[config.mk]
export PLATFORM = sky130hd
export DESIGN_NAME = bank_xbar_credit_ctrl
export DESIGN_NICKNAME = d
export VERILOG_FILES = /design/src/rtl/bank_pkg.sv /design/src/rtl/bank_rtn_fifo.sv /design/src/rtl/bank_xbar_credit_ctrl.sv
export SDC_FILE = /design/constraint.sdc
export NUM_CORES = 1
export LEC_CHECK = 0
export BUFFER_PORTS_ARGS = -buffer_cell sky130_fd_sc_hd__buf_2
export CAP_MARGIN = 0
export CORE_MARGIN = 2
export CORE_UTILIZATION = 59
export DETAILED_ROUTE_END_ITERATION = 12
export GPL_TIMING_DRIVEN = 0
export PLACE_DENSITY = 0.86
export SETUP_SLACK_MARGIN = 0.3
export SLEW_MARGIN = 20
export SYNTH_ARGS = -nofsm -noshare
export SYNTH_HDL_FRONTEND = slang
export SYNTH_SLANG_ARGS = --single-unit
[constraint.sdc]
create_clock -name clk_i -period 15 [get_ports clk_i]
set_input_delay 0.75 -clock clk_i [delete_from_list [all_inputs] [get_ports clk_i]]
set_output_delay 0.75 -clock clk_i [all_outputs]
set_load 0.01 [all_outputs]
[src/rtl/bank_pkg.sv]
// Shared types and widths for the bank return path (SRAM controller -> crossbar).
package bank_pkg;

    localparam int CH_ID_W     = 2;
    localparam int ROB_W       = 3;
    localparam int DATA_W      = 128;
    localparam int NUM_CH_DFLT = 3;

    typedef struct packed {
        logic [CH_ID_W-1:0] ch_id;
        logic [ROB_W-1:0]   rob_num;
        logic [DATA_W-1:0]  data;
    } xbar_rtn_beat_t;

    localparam int BEAT_W = $bits(xbar_rtn_beat_t);

endpackage

[src/rtl/bank_rtn_fifo.sv]
// Generic 2-entry registered valid/ready FIFO. The push-side ready depends only
// on the registered count, so there is no combinational path from pop ready.
module bank_rtn_fifo #(
    parameter int W = 8
) (
    input  logic         clk_i,
    input  logic         rst_i,
    input  logic         i_push_valid,
    output logic         o_push_ready,
    input  logic [W-1:0] i_push_data,
    output logic         o_pop_valid,
    input  logic         i_pop_ready,
    output logic [W-1:0] o_pop_data
);

    logic [W-1:0] r_mem [2];
    logic         r_wr_ptr;
    logic         r_rd_ptr;
    logic [1:0]   r_count;
    logic         w_push;
    logic         w_pop;

    assign o_push_ready = (r_count != 2'd2);
    assign o_pop_valid  = (r_count != 2'd0);
    assign o_pop_data   = r_mem[r_rd_ptr];
    assign w_push       = i_push_valid & o_push_ready;
    assign w_pop        = o_pop_valid & i_pop_ready;

    always_ff @(posedge clk_i or posedge rst_i) begin
        if (rst_i) begin
            r_mem[0] <= '0;
            r_mem[1] <= '0;
            r_wr_ptr <= 1'b0;
            r_rd_ptr <= 1'b0;
            r_count  <= 2'd0;
        end else begin
            if (w_push) begin
                r_mem[r_wr_ptr] <= i_push_data;
                r_wr_ptr        <= ~r_wr_ptr;
            end
            if (w_pop) begin
                r_rd_ptr <= ~r_rd_ptr;
            end
            case ({w_push, w_pop})
                2'b10:   r_count <= r_count + 2'd1;
                2'b01:   r_count <= r_count - 2'd1;
                default: r_count <= r_count;
            endcase
        end
    end

endmodule

[src/rtl/bank_xbar_credit_ctrl.sv]
// Per-bank crossbar credit tracking and return-beat buffering.
// Optional per-channel popped-beat statistics: define BANK_XBAR_CREDIT_STAT_EN.
module bank_xbar_credit_ctrl
    import bank_pkg::*;
#(
    parameter int NUM_CH      = NUM_CH_DFLT,
    parameter int CREDIT_W    = 3,
    parameter int CREDIT_INIT = 4
) (
    input  logic                clk_i,
    input  logic                rst_i,
    input  logic                isu_issue_fire_i,
    input  logic [CH_ID_W-1:0]  isu_issue_ch_i,
    output logic [NUM_CH-1:0]   xbar_isu_credit_o,
    input  logic                sc_xbar_valid_i,
    output logic                sc_xbar_ready_o,
    input  logic [CH_ID_W-1:0]  sc_xbar_channel_id_i,
    input  logic [ROB_W-1:0]    sc_xbar_rob_num_i,
    input  logic [DATA_W-1:0]   sc_xbar_data_i,
    output logic                xbar_valid_o,
    input  logic                xbar_ready_i,
    output logic [CH_ID_W-1:0]  xbar_channel_id_o,
    output logic [ROB_W-1:0]    xbar_rob_num_o,
    output logic [DATA_W-1:0]   xbar_data_o,
    input  logic [NUM_CH-1:0]   xbar_credit_rtn_i,
    output logic                credit_err_o
`ifdef BANK_XBAR_CREDIT_STAT_EN
    ,
    output logic [16*NUM_CH-1:0] stat_beats_o
`endif
);

    logic [NUM_CH-1:0] w_ch_err;
    logic              w_bad_ch;
    logic              r_err;
    xbar_rtn_beat_t    w_push_beat;
    xbar_rtn_beat_t    w_head_beat;

    assign w_bad_ch = isu_issue_fire_i & (int'(isu_issue_ch_i) >= NUM_CH);

    // Simultaneous issue and return cancel out, even at the counter limits.
    for (genvar n = 0; n < NUM_CH; n++) begin : g_credit
        logic [CREDIT_W-1:0] r_cnt;
        logic                w_dec;
        logic                w_inc;
        logic                w_at_zero;
        logic                w_at_max;

        assign w_dec     = isu_issue_fire_i & (int'(isu_issue_ch_i) == n);
        assign w_inc     = xbar_credit_rtn_i[n];
        assign w_at_zero = (r_cnt == '0);
        assign w_at_max  = (r_cnt == CREDIT_W'(CREDIT_INIT));

        always_ff @(posedge clk_i or posedge rst_i) begin
            if (rst_i) begin
                r_cnt <= CREDIT_W'(CREDIT_INIT);
            end else if (w_dec && !w_inc && !w_at_zero) begin
                r_cnt <= r_cnt - CREDIT_W'(1);
            end else if (w_inc && !w_dec && !w_at_max) begin
                r_cnt <= r_cnt + CREDIT_W'(1);
            end
        end

        assign w_ch_err[n]          = (w_dec & ~w_inc & w_at_zero) | (w_inc & ~w_dec & w_at_max);
        assign xbar_isu_credit_o[n] = ~w_at_zero;
    end

    always_ff @(posedge clk_i or posedge rst_i) begin
        if (rst_i) begin
            r_err <= 1'b0;
        end else begin
            r_err <= r_err | (|w_ch_err) | w_bad_ch;
        end
    end

    assign credit_err_o = r_err;

    assign w_push_beat = '{ch_id: sc_xbar_channel_id_i, rob_num: sc_xbar_rob_num_i, data: sc_xbar_data_i};

    bank_rtn_fifo #(
        .W (BEAT_W)
    ) u_rtn_fifo (
        .clk_i        (clk_i),
        .rst_i        (rst_i),
        .i_push_valid (sc_xbar_valid_i),
        .o_push_ready (sc_xbar_ready_o),
        .i_push_data  (w_push_beat),
        .o_pop_valid  (xbar_valid_o),
        .i_pop_ready  (xbar_ready_i),
        .o_pop_data   (w_head_beat)
    );

    assign xbar_channel_id_o = w_head_beat.ch_id;
    assign xbar_rob_num_o    = w_head_beat.rob_num;
    assign xbar_data_o       = w_head_beat.data;

`ifdef BANK_XBAR_CREDIT_STAT_EN
    logic w_pop;

    assign w_pop = xbar_valid_o & xbar_ready_i;

    // Beats tagged with an out-of-range channel are passed through but not counted.
    for (genvar n = 0; n < NUM_CH; n++) begin : g_stat
        logic [15:0] r_beats;

        always_ff @(posedge clk_i or posedge rst_i) begin
            if (rst_i) begin
                r_beats <= '0;
            end else if (w_pop && (int'(w_head_beat.ch_id) == n)) begin
                r_beats <= r_beats + 16'd1;
            end
        end

        assign stat_beats_o[16*n +: 16] = r_beats;
    end
`endif

endmodule
# Word-level counts from Yosys, hierarchy flattened
# Cells that the tools add are included.
# W data, S select, Z words.
# word_totals
regBits	280
inputBits	143
elab_cells	113
# classes
addsub	8
order_cmp	4
n_eq_ne	8
muxes	13
bitwise	36
reduce_logical	35
# op_table
operator	count
$mux W133	4
$bwmux W266	1
$demux W133 S1	1
$and A1 B1 Y1	18
$mux W3	6
$logic_and A1 B1 Y1	13
$logic_not A1 Y1	12
$not A1 Y1	11
$reduce_bool A2 Y1	5
$add A3 B1 Y3 const B	3
$eq A3 B3 Y1 const B	3
$logic_not A3 Y1	3
$sub A3 B1 Y3 const B	3
$eq A2 B2 Y1 const B	3
$ge A2 B2 Y1 const B	3
$or A1 B1 Y1	5
$not A1 Y2	2
$pmux W2 S2	1
$reduce_or A3 Y1	1
$add A2 B1 Y2 const B	1
$eq A2 B1 Y1 const B	1
$logic_not A2 Y1	1
$lt A2 B1 Y1 const B	1
$ne A2 B2 Y1 const B	1
$sub A2 B1 Y2 const B	1

# Depth between registers and ports, before layout
# Gate-level depths: netlist (run 1).
# logic_depth
ltp_word	9
ltp_mapped	8

# Modules after synthesis
# From an unflattened synthesis (run 1), not the netlist that was laid out.
# hier_totals
hier_cells	818
area_unflattened_um2	13067.5
# by_module_without_submodules
mod	n_inst	cells_each	area_each_um2	seq_area_each_um2
bank_rtn_fifo	1	728	12291.8	6756.5
bank_xbar_credit_ctrl	1	90	775.7	254.0

# Worst setup path after synthesis (run 1)
# OpenSTA, ideal clock, no wires.
# synth_timing
kind	input-to-reg
start	input isu_issue_ch_i[1]
end	register g_credit[0].r_cnt[2]
t_arrival_ns	2.216
setup_slack_ns	12.692
cell_stages	8
path_cell_list	or3b_1 -> buf_2 -> nor2_1 -> nand2_1 -> fa_1 -> nor2_1 -> a32o_1 -> a22oi_1
# synth_via
elab_chain_len	6
# synth_rtl
element	line	source
from (decl)	bank_xbar_credit_ctrl.sv:13	input logic [CH_ID_W-1:0] isu_issue_ch_i,
$logic_not A2 Y1 (*)	bank_xbar_credit_ctrl.sv:49	assign w_dec = isu_issue_fire_i & (int'(isu_issue_ch_i) == n);
$and A1 B1 Y1 (*)	bank_xbar_credit_ctrl.sv:49	
$logic_not A1 Y1	bank_xbar_credit_ctrl.sv:59	end else if (w_inc && !w_dec && !w_at_max) begin
$logic_and A1 B1 Y1 (2 in series)	bank_xbar_credit_ctrl.sv:59	
$reduce_bool A2 Y1 (no source line)	n/a	
to (signal assigned)	bank_xbar_credit_ctrl.sv:56	r_cnt <= CREDIT_W'(CREDIT_INIT);
to (signal assigned)	bank_xbar_credit_ctrl.sv:58	r_cnt <= r_cnt - CREDIT_W'(1);
to (signal assigned)	bank_xbar_credit_ctrl.sv:60	r_cnt <= r_cnt + CREDIT_W'(1);
to (decl)	bank_xbar_credit_ctrl.sv:43	logic [CREDIT_W-1:0] r_cnt;
# Every way passes the cells marked *; elsewhere a longest branch is shown, timed or not.
# A chain may end at the register's enable or synchronous reset.

# Final worst setup path (run 1)
# layout_timing
start	register u_rtn_fifo.r_rd_ptr
end	output xbar_data_o[71]
# layout_via
elab_chain_len	4
# layout_rtl
element	line	source
from (decl)	bank_rtn_fifo.sv:18	logic r_rd_ptr;
from (signal assigned)	bank_rtn_fifo.sv:42	r_rd_ptr <= ~r_rd_ptr;
$not A1 Y2 (not written as such)	bank_rtn_fifo.sv:25	assign o_pop_data = r_mem[r_rd_ptr];
$mux W133 (not written as such) (3 in series)	bank_rtn_fifo.sv:25	
to (decl)	bank_xbar_credit_ctrl.sv:24	output logic [DATA_W-1:0] xbar_data_o,
# Every way passes these cells. The select of a mux whose other input is x is not followed.

==> summary.md, run 1 <==
| Metric | Value |
|---|---|
| Post-Place Setup Slack | between 10 and 15 ns |
| Post-synthesis to final-layout area growth | 22.3% |
| Postcts setup bufs | 0 |
| Gate Count Post-Synth | roughly 830 |
| Worst-Margin Slew | between 0.7 and 0.8 ns |
| Rows | 53 |
| Data arrival time of the critical path | 2.40 ns |
| Worst skew pair latency | about 0.54 ns |
| Worst R2R Start | g_credit[1].r_cnt[2] |
| Outcome | complete, no violations |
| Worst clock skew | ~0.012 ns |
| P_leak | about 7.3 nW |
| Root buffer cell | clkbuf_16 |
| CTS resizes | 0 |
| Cell Pwr Density | about 250 nW/um^2 |
| Vias per cell | 5.49 |
| Core Region | ~21000 um^2 |
| Slew Limit Headroom | 0.524 |
| Max VDD drop | roughly 0.00015 V |
| Post-route setup slack | approximately 12 ns |
| Number of detailed-route iterations in the first pass | 4 |
| Synthesis warning total | 0 |
| DR DRC count | 0 |
| CP endpoint kind | primary output |
| Synth area leader | dfrtp_1 |
| Die ar. | 22800 um^2 |
| DP Wirelength | ~21 mm |
| FFs w/ async S/R, synth | 1.00 |
| Worst R2R Setup Slack | roughly 13 ns |
| Synth cell types | between 40 and 50 |
| Share of the yosys chip area belonging to registers | 0.550 |
| Die width | about 150 um |
| First-pass GRT wire length | ~46 mm |
| Synth top area share | 0.544 |
| Clock transition at the registers of the reported paths | about 0.06 ns |
| Clock buffers created by TritonCTS | 30 |
| Net count after synthesis | slightly below 1000 |
| Fin. Hold Viols | 0 |
| Post-synthesis register bit count | 280 |
| Worst EP required | approximately 14 ns |
| Drt total wl | roughly 30 mm |
| Reg2reg end | g_credit[1].r_cnt[2] |
| Remaining antenna violation count | 0 |
| Pin count of the biggest net entering global routing | 109 |
| Final min period | approximately 3.1 ns |
| Clk pwr share | 0.199 |
| Nets | 1285 |
| Final Instance Area | between 15000 and 20000 um^2 |
| Avg Inst Size Synth | 15.5 um^2 |
| Switching pwr | 1.28 mW |
| Unrepaired setup endpoints after global routing | no |
| Layout cells sized above 1 | 0.615 |
| Slew Viols, Final | 0 |
| Mapped Area | around 13000 um^2 |
| Die Ht | around 150 um |
| Max-capacitance violation count | 0 |
| Final period utilization | 0.210 |
| Sw Ratio | 0.333 |
| Initial core utilization | 0.605 |
| Post-synth top cells | 277 x dfrtp_1, 259 x mux2_2, 70 x mux2_1, 70 x mux2_4, 26 x buf_2 |
| Top post-synthesis cells by area | dfrtp_1 54%, mux2_2 23%, mux2_4 8.2%, mux2_1 6.2%, buf_6 1.4% |
| CP startpoint kind | flip-flop |
| CTS max path bufs | 3 |
| Worst hold path type | in -> async |
| Post-Place Cell Area | 14600 um^2 |
| Top Ports | 282 |
| Post-synth EDFFs | 0 |
| FMAX | around 320 MHz |
| GR Util All Layers | 0.259 |
| Top fanout value on the critical path | 10 |
| WL per Instance | just over 20 um |
| Setup_tns | 0 ns |
| Overflow after GRT | 0 |
| H-Tree Depth | 1 |
| Combinational Power Share | 0.448 |
| Vias in the first global route | between 8000 and 9000 |
| Clk sinks | between 200 and 300 |
| Via count | between 7000 and 8000 |
| Cell internal pwr | between 2 and 3 mW |
| Port buffer count | 279 |
| Critical setup path kind | reg -> out |
| Hold buffer count at CTS | 0 |
| R2r worst-path depth | 8 |
| Initial antenna violation count | 6 |
| RD Place Congestion | between 0.7 and 0.8 |
| 1st-iter DRT viols | 249 |
| Ys flop type | dfrtp_1 |
| Seq pwr share | 0.352 |
| Most common cell in the netlist | dfrtp_1 |
| TritonCTS clock tree | yes |
| Final setup fails | 0 |
worst max-delay path, cell delays in order, from the launching register on:
cell and delay (ns):
dfrtp_1 0.33, clkbuf_1 0.21, buf_2 0.39, buf_2 0.38, mux2_2 0.39, buf_2 0.14
registers in the layout, summed over array words and instances, names as in the netlist:
register             count
credit_err_o             1
u_rtn_fifo.r_rd_ptr      1
u_rtn_fifo.r_wr_ptr      1
u_rtn_fifo.r_mem       266
u_rtn_fifo.r_count       2
g_credit.r_cnt           9
placed cells by master, fill, tap and decap left out, types with 2 or more instances in the layout:
master / instances
mux2_1: 70
diode_2: 2
nand2_1: 14
nor2_1: 12
o21ai_0: 3
a311oi_1: 2
clkinv_2: 5
fa_1: 3
or3_1: 3
buf_2: 305
clkbuf_8: 6
or2_2: 2
buf_6: 16
clkinvlp_4: 2
clkbuf_1: 9
a211oi_1: 2
nand3_1: 2
mux2_4: 70
dfrtp_1: 277
a22oi_1: 2
bufinv_16: 4
a32o_1: 2
nand3b_1: 3
inv_1: 6
clkbuf_16: 31
xor2_1: 3
xnor2_1: 5
dfstp_2: 3
buf_16: 2
a31oi_1: 3
nor3_1: 5
a21oi_1: 9
mux2_2: 259
kinds of logic after synthesis:
| logic type | after synthesis | share of synthesized area |
|---|---|---|
| mux | 400 | 0.374 |
| flops | 280 | 0.550 |
| buf+inv | 55 | 0.0282 |
| simple gates | 53 | 0.0241 |
| compound gates | 25 | 0.0129 |
| xor+xnor | 8 | 0.00550 |
| fa+ha+maj | 4 | 0.00569 |
power groups by stage:
stage / clock, mW / sequential [mW] / combinational, mW
global placement: 0 / 1.33 / 1.69
floorplan: 0 / 1.29 / 1.23
global route: 0.812 / 1.40 / 1.86
detailed placement: 0 / 1.36 / 1.73
CTS: 0.784 / 1.35 / 1.75
finish: 0.768 / 1.36 / 1.73
through the flow:
stage          std cells  hold slack (ns)   util  power, mW
2_1_floorplan        825            0.454      -       2.52
3_3_place_gp        1379            0.463  0.687       3.02
3_5_place_dp        1381            0.473  0.690       3.09
4_1_cts             1433            0.268  0.739       3.89
5_1_grt             1434            0.303  0.739       4.07
6_report            1435            0.268  0.739       3.85
final cells by class:
class                   count  area (um^2)
flip-flops and latches    280         7010
fillers                  1367         5500
multi-input cells         490         5380
repair buffers            281         1450
clock buffers              41          873
well taps                 275          344
plain buffers              48          333
clock inverters            11          160
inverters                   7         33.8
diodes                      2         5.00
worst max-delay path by stage:
stage	startpoint	end	slack [ns]
finish	u_rtn_fifo.r_rd_ptr	xbar_data_o[71]	11.85
global route	u_rtn_fifo.r_rd_ptr	xbar_data_o[71]	11.73
global placement	rst_i	u_rtn_fifo.r_mem[195]	3.59
detailed placement	isu_issue_ch_i[1]	g_credit[0].r_cnt[2]	12.44
CTS	u_rtn_fifo.r_rd_ptr	xbar_data_o[71]	11.87
floorplan	rst_i	credit_err_o	6.53
routing by layer:
| metal | global-route usage | wire (um) | vias to the layer above |
|---|---|---|---|
| met3 | 0.0738 | 2190 | 59 |
| li1 | - | - | 3596 |
| met1 | 0.320 | 11900 | 3990 |
| met5 | 0 | 51 | - |
| met2 | 0.451 | 14700 | 228 |
| met4 | 0.0645 | 741 | 8 |
(Power assumes the default switching activity.)
==> run 2: changes to the inputs <==
Settings changed: ABC_AREA set to 1, CORE_UTILIZATION 59 to 49, PLACE_DENSITY 0.86 to 0.76.
Clock period 15 ns to 2.8 ns, I/O delays scaled along.
==> summary.md, run 2 <==
| Metric | Value |
|---|---|
| GR Util All Layers | 0.281 (+0.0226) |
| First-pass GRT wire length | 62.9 mm (+37%) |
| Die width | 166 um (+9.8%) |
| Max VDD drop | 0.000832 V (+470%) |
| Root buffer cell | clkbuf_16 |
| Synth area leader | dfrtp_1 |
| Largest regs | u_rtn_fifo.r_mem: 266 flops, g_credit.r_cnt: 9 flops, u_rtn_fifo.r_count: 2 flops |
| Initial core utilization | 0.495 (-0.109) |
| Vias in the first global route | 12117 (+42%) |
| RD Place Congestion | 0.799 (+1.7%) |
| Clock buffers created by TritonCTS | 30 (unchanged) |
| WL per Instance | 16.5 um (-20%) |
| Worst skew pair latency | 0.56 ns (+0.02 ns) |
| Crit-path max cell delay | 0.55 ns (+0.16 ns) |
| Mapped Area | 12800 um^2 (+0.70%) |
| Post-synth EDFFs | 0 (unchanged) |
| Nets | 2158 (+68%) |
| Remaining antenna violation count | 0 (unchanged) |
| FMAX | 435 MHz |
| DP Wirelength | 25.5 mm (+22%) |
| Core Region | 25900 um^2 (+23%) |
| Top Ports | 282 (unchanged) |
| Cell Pwr Density | 1160 nW/um^2 (+370%) |
| Synthesis warning total | 0 (unchanged) |
| Top post-synthesis cells by area | dfrtp_1 54%, nand2_1 21%, o21ai_2 7.1%, o21ai_0 5.5%, inv_1 4.6% |
| Final setup fails | 0 (unchanged) |
| Number of detailed-route iterations in the first pass | 5 (+1) |
| Post-layout util | 0.668 (-0.0716) |
| Gate Count Post-Synth | 1548 (+88%) |
| Most common cell in the netlist | nand2_1 |
| Area of the multi-input gates | 4680 um^2 (-13%) |
| Fin. Hold Viols | 0 (unchanged) |
| Initial antenna violation count | 0 (-6) |
| Top fanout value on the critical path | 4 (-6) |
| DR DRC count | 0 (unchanged) |
| Worst hold path type | in -> async |
| Overflow after GRT | 0 (unchanged) |
| Pin count of the biggest net entering global routing | 35 (-68%) |
| Drt total wl | 39.0 mm (+32%) |
| Worst clock skew | 0.0139 ns (+0.00221 ns) |
| Register area | 7010 um^2 (unchanged) |
| Slew Viols, Final | 0 (unchanged) |
| P_leak | 9.52 nW (+30%) |
| Synth cell types | 24 (-44%) |
| Via count | 12175 (+54%) |
| Post-synth top cells | 702 x nand2_1, 277 x dfrtp_1, 159 x inv_1 |
| Ys flop type | dfrtp_1 |
| Die ar. | 27500 um^2 (+21%) |
| Post-route setup slack | 0.501 ns (-11.35 ns) |
| Most common cell after layout, fill and taps aside | nand2_1 |
| Share of the yosys chip area belonging to registers | 0.546 (-0.00380) |
| Clk sinks | 280 (unchanged) |
| Synth top area share | 0.540 (-0.00376) |
| Post-synthesis to final-layout area growth | 34.8% |
| Unrepaired setup endpoints after global routing | no |
| Post-synthesis register bit count | 280 (unchanged) |
| WP depth | 9 (+4) |
| Avg Inst Size Synth | 8.29 um^2 (-46%) |
| TritonCTS clock tree | yes |
| Setup_tns | 0 ns (unchanged) |
| Final period utilization | 0.821 |
| Fillcell total | 2042 (+49%) |
| Number of flip-flops in the largest register | 266 (unchanged) |
| Rows | 59 (+11%) |
| 1st-iter DRT viols | 1014 (+310%) |
| Post-Place Setup Slack | 0.476 ns (-11.97 ns) |
| Outcome | complete, no violations |
| R2r worst-path depth | 9 (+1) |
| CP top delay family | buffers and inverters |
| Worst-Margin Slew | 0.766 ns (+0.0527 ns) |
| Most frequent cells in the layout | 702 x nand2_1, 291 x buf_2, 277 x dfrtp_1, 158 x inv_1 |
| Largest Register | u_rtn_fifo.r_mem |
| Clock transition at the registers of the reported paths | 0.06 ns (about the same) |
| Vias per cell | 5.14 (-6.4%) |
| FFs w/ async S/R, synth | 1.00 (unchanged) |
| Worst path slowest cell | dlygate4sd3_1 |
| Max-capacitance violation count | 0 (unchanged) |
| CP endpoint kind | flip-flop |
| Layout cells sized above 1 | 0.245 (-0.370) |
| N_diodes | 0 (-2) |
| Critical setup path kind | reg -> reg |
| Net count after synthesis | 1695 (+74%) |
| Data arrival time of the critical path | 2.78 ns (+0.38 ns) |
| Final min period | 2.30 ns |
| CTS max path bufs | 3 (unchanged) |
| CP startpoint kind | flip-flop |
| H-Tree Depth | 1 (unchanged) |
| Worst EP required | 3.28 ns (-10.97 ns) |
| Crit path buf inv count | 3 (-1) |
| Die Ht | 166 um (+9.8%) |
| Slew Limit Headroom | 0.489 (-0.0351) |
| Critical-path cell list | inv_1 > nand2_1 > nand3_1 > fa_1 > inv_1 > nand4_1 > nand3_1 > dlygate4sd3_1 > nand2_1 |
| Port buffer count | 281 (+0.72%) |
run 2: changes by cell type after synthesis, sizes merged, moves of 7 or more:
| cell | change |
|---|---|
| nor2 | -7 |
| nand2 | +689 |
| nand3 | +20 |
| mux2 | -399 |
| a21oi | -8 |
| clkbuf | +39 |
| inv | +154 |
| o21ai | +268 |
run 2: what timing repair did:
item,4_1_cts,5_1_grt
hold endpoints to repair,373,0
endpoints found under the setup margin,85,50
setup buffers,0,0
cloned,0,0
gates resized for setup,6,13
hold buffers,141,0
run 2: path summary, 6_finish.rpt:
path                                  startpoint  slack, ns                    end
min                                        rst_i       0.08  u_rtn_fifo.r_mem[137]
min reg2reg                u_rtn_fifo.r_mem[211]       0.48  u_rtn_fifo.r_mem[211]
min in group clk_i             isu_issue_ch_i[0]       0.12   g_credit[0].r_cnt[2]
max in group asynchronous                  rst_i       1.69   g_credit[1].r_cnt[2]
max                         g_credit[0].r_cnt[2]       0.50   g_credit[0].r_cnt[2]
max reg2reg                 g_credit[0].r_cnt[2]       0.50   g_credit[0].r_cnt[2]
run 2: through the flow:
step	cell area [um^2]	hold WS, ns	power, mW	std cells
floorplan	12800	0.288	12.4	1548
global placement	14700	0.401	15.5	2164
detailed placement	14800	0.111	15.8	2173
CTS	17300	0.0647	20.1	2368
global route	17300	0.103	21.6	2368
finish	17300	0.0805	20.1	2368
run 2: routing by layer:
metal | vias up | track usage | wire length (um)
li1 | 5696 | - | -
met1 | 5889 | 0.376 | 16300
met2 | 475 | 0.463 | 18600
met3 | 115 | 0.0460 | 2450
met4 | 0 | 0.111 | 1660
met5 | - | 0 | 0
run 2: report_power, final:
group	switching, mW	internal (mW)	total (mW)	leakage, nW
clock	1.59	2.45	4.03	0.502
combinational	5.76	3.35	9.10	5.55
sequential	1.00	5.98	6.99	3.47
total	8.35	11.8	20.1	9.52
run 2: logic make-up after synthesis:
kind of cell | Yosys count | share of synthesized area
AOI/OAI and AO/OA | 273 | 0.137
xor gates and xnor gates | 3 | 0.00205
adders and majority gates | 4 | 0.00565
buffers and inverters | 249 | 0.0895
DFF | 280 | 0.546
and+or+nand+nor | 739 | 0.220
run 2: cell type report:
cell class	instances	share of cell area
multi-input combinational	1019	0.270
sequential	280	0.405
clock inverter	3	0.00246
clock buffer	51	0.0567
timing repair buffer	431	0.173
buffer	88	0.0325
tap	335	0.0242
inverter	161	0.0351
run 2: tightest hold or removal path, cell delays in order:
cell	delay (ns)
dlygate4sd3_1	0.53
buf_2	0.13
clkinvlp_4	0.21
==> run 3: changes to the inputs <==
Settings changed: ABC_AREA 1 to 0.
Clock period 2.8 ns to 1.8 ns, I/O delays scaled along.
==> summary.md, run 3 (same netlist as run 1, synthesis figures left out) <==
| Metric | Value |
|---|---|
| Critical setup path kind | reg -> out |
| Worst skew pair latency | 0.55 ns (about the same) |
| P_leak | 8.95 nW (-6.0%) |
| Max VDD drop | 0.00135 V (+62%) |
| Unrepaired setup endpoints after global routing | yes |
| Cell Pwr Density | 1990 nW/um^2 (+71%) |
| Register area | 7010 um^2 (unchanged) |
| Largest Register | u_rtn_fifo.r_mem |
| Port buffer count | 279 (-0.71%) |
| Worst hold path type | in -> reg |
| Max-capacitance violation count | 0 (unchanged) |
| Vias per cell | 5.26 (+2.4%) |
| Pin count of the biggest net entering global routing | 34 (-2.9%) |
| Tot Pwr | 38.0 mW (+89%) |
| Worst clock skew | 0.00683 ns (-0.00703 ns) |
| Number of detailed-route iterations in the first pass | 4 (-1) |
| Die ar. | 27300 um^2 (-0.67%) |
| FMAX | 508 MHz |
| Largest regs | u_rtn_fifo.r_mem: 266 flops, g_credit.r_cnt: 9 flops, u_rtn_fifo.r_count: 2 flops |
| Rows | 59 (unchanged) |
| Post-synthesis to final-layout area growth | 49.6% |
| GR Util All Layers | 0.235 (-0.0467) |
| Worst EP required | 1.71 ns (-1.57 ns) |
| Worst-Margin Slew | 0.432 ns (-0.334 ns) |
| RD Place Congestion | 0.778 (-2.7%) |
| Data arrival time of the critical path | 1.88 ns (-0.90 ns) |
| Clock buffers created by TritonCTS | 31 (+3.3%) |
| Layout cells sized above 1 | 0.628 (+0.383) |
| Most frequent cells in the layout | 277 x dfrtp_1, 231 x buf_2, 210 x mux2_2, 187 x mux2_4, 142 x dlygate4sd3_1 |
| Via count | 8887 (-27%) |
| Number of flip-flops in the largest register | 266 (unchanged) |
| Clk sinks | 280 (unchanged) |
| Die width | 165 um (-0.34%) |
| Top Ports | 282 (unchanged) |
| Top fanout value on the critical path | 10 (+6) |
| Final period utilization | 1.09 |
| Overflow after GRT | 0 (unchanged) |
| Drt total wl | 37.9 mm (-2.9%) |
| WL per Instance | 22.4 um (+36%) |
| CP startpoint kind | flip-flop |
| Final setup fails | 132 (+132) |
| Post-route setup slack | -0.169 ns (-0.670 ns) |
| Post-Place Setup Slack | -0.102 ns (-0.578 ns) |
| Initial core utilization | 0.493 (-0.00202) |
| Most common cell after layout, fill and taps aside | dfrtp_1 |
| Root buffer cell | clkbuf_16 |
| TritonCTS clock tree | yes |
| CTS max path bufs | 3 (unchanged) |
| H-Tree Depth | 1 (unchanged) |
| CP endpoint kind | primary output |
| Vias in the first global route | 9134 (-25%) |
| Die Ht | 165 um (-0.34%) |
| Clock transition at the registers of the reported paths | 0.06 ns (about the same) |
| First-pass GRT wire length | 50.1 mm (-20%) |
| Core Region | 25800 um^2 (-0.28%) |
| Failing checks | setup timing |
| Nets | 1475 (-32%) |
| DR DRC count | 0 (unchanged) |
| Slew Limit Headroom | 0.712 (+0.222) |
| Initial antenna violation count | 3 (+3) |
| 1st-iter DRT viols | 485 (-52%) |
| Remaining antenna violation count | 0 (unchanged) |
| Final min period | roughly 2.0 ns |
| DP Wirelength | 20.6 mm (-19%) |
| Area of the multi-input gates | 5900 um^2 (+26%) |
| Fillcell total | 1570 (-23%) |
| Fin. Hold Viols | 0 (unchanged) |
| Slew Viols, Final | 0 (unchanged) |
| Outcome | finished, violations left |
## run 3: area by class of cell
type | instances | share of cell area
Sequential cell | 280 | 0.368
Clock buffer | 48 | 0.0503
Timing Repair Buffer | 469 | 0.209
Clock inverter | 7 | 0.00472
Buffer | 48 | 0.0356
Inverter | 7 | 0.00157
Multi-Input combinational cell | 491 | 0.309
Tap cell | 335 | 0.0220
Antenna cell | 3 | 0.000394
## run 3: stage by stage
stage,util,hold slack [ns],TNS (ns),cells,instance area (um^2)
6_report,0.738,0.0520,-13.77,1688,19100
5_1_grt,0.738,0.0822,-20.48,1688,19100
4_1_cts,0.683,0.0213,-17.61,1649,17700
3_5_place_dp,0.574,0.242,-4.21,1448,14800
3_3_place_gp,0.566,0.322,-1028.95,1439,14600
2_1_floorplan,-,0.225,-555.60,825,12800
## run 3: worst paths after layout
path                       depth (start not counted)                  start  slack, ns                     to
setup / recovery                                   5    u_rtn_fifo.r_rd_ptr      -0.17         xbar_data_o[7]
hold / removal                                     4       isu_issue_fire_i       0.05           credit_err_o
setup reg to reg                                   6  u_rtn_fifo.r_count[0]       0.07  u_rtn_fifo.r_mem[180]
hold reg to reg                                    1  u_rtn_fifo.r_mem[155]       0.49  u_rtn_fifo.r_mem[155]
max in group asynchronous                          7                  rst_i       0.62  u_rtn_fifo.r_mem[163]
min in group asynchronous                          3                  rst_i       0.28   g_credit[1].r_cnt[2]
## run 3: what timing repair did
| action | 4_1_cts | 5_1_grt |
|---|---|---|
| hold buffers | 143 | 0 |
| resized for setup | 80 | 202 |
| gates cloned | 0 | 16 |
| endpoints found under the setup margin | 406 | 412 |
| pin swaps | 2 | 6 |
| buffers inserted | 3 | 20 |
| hold endpoints to repair | 299 | 0 |
## run 3: report_power, final
group	switching [mW]	internal, mW	leakage, nW
clock network	2.57	3.91	0.515
registers	2.01	9.60	3.29
logic	7.88	12.0	5.15
## run 3: critical path, cell delays in order, from the launching register on
cell	delay, ns
dfrtp_1	0.36
buf_8	0.14
buf_12	0.16
buf_12	0.15
mux2_2	0.35
buf_2	0.16
## run 3: layer usage
metal,part of all wire,track usage
met3,0.056,0.0460
met2,0.51,0.407
met1,0.40,0.299
met5,0,0
met4,0.029,0.0697
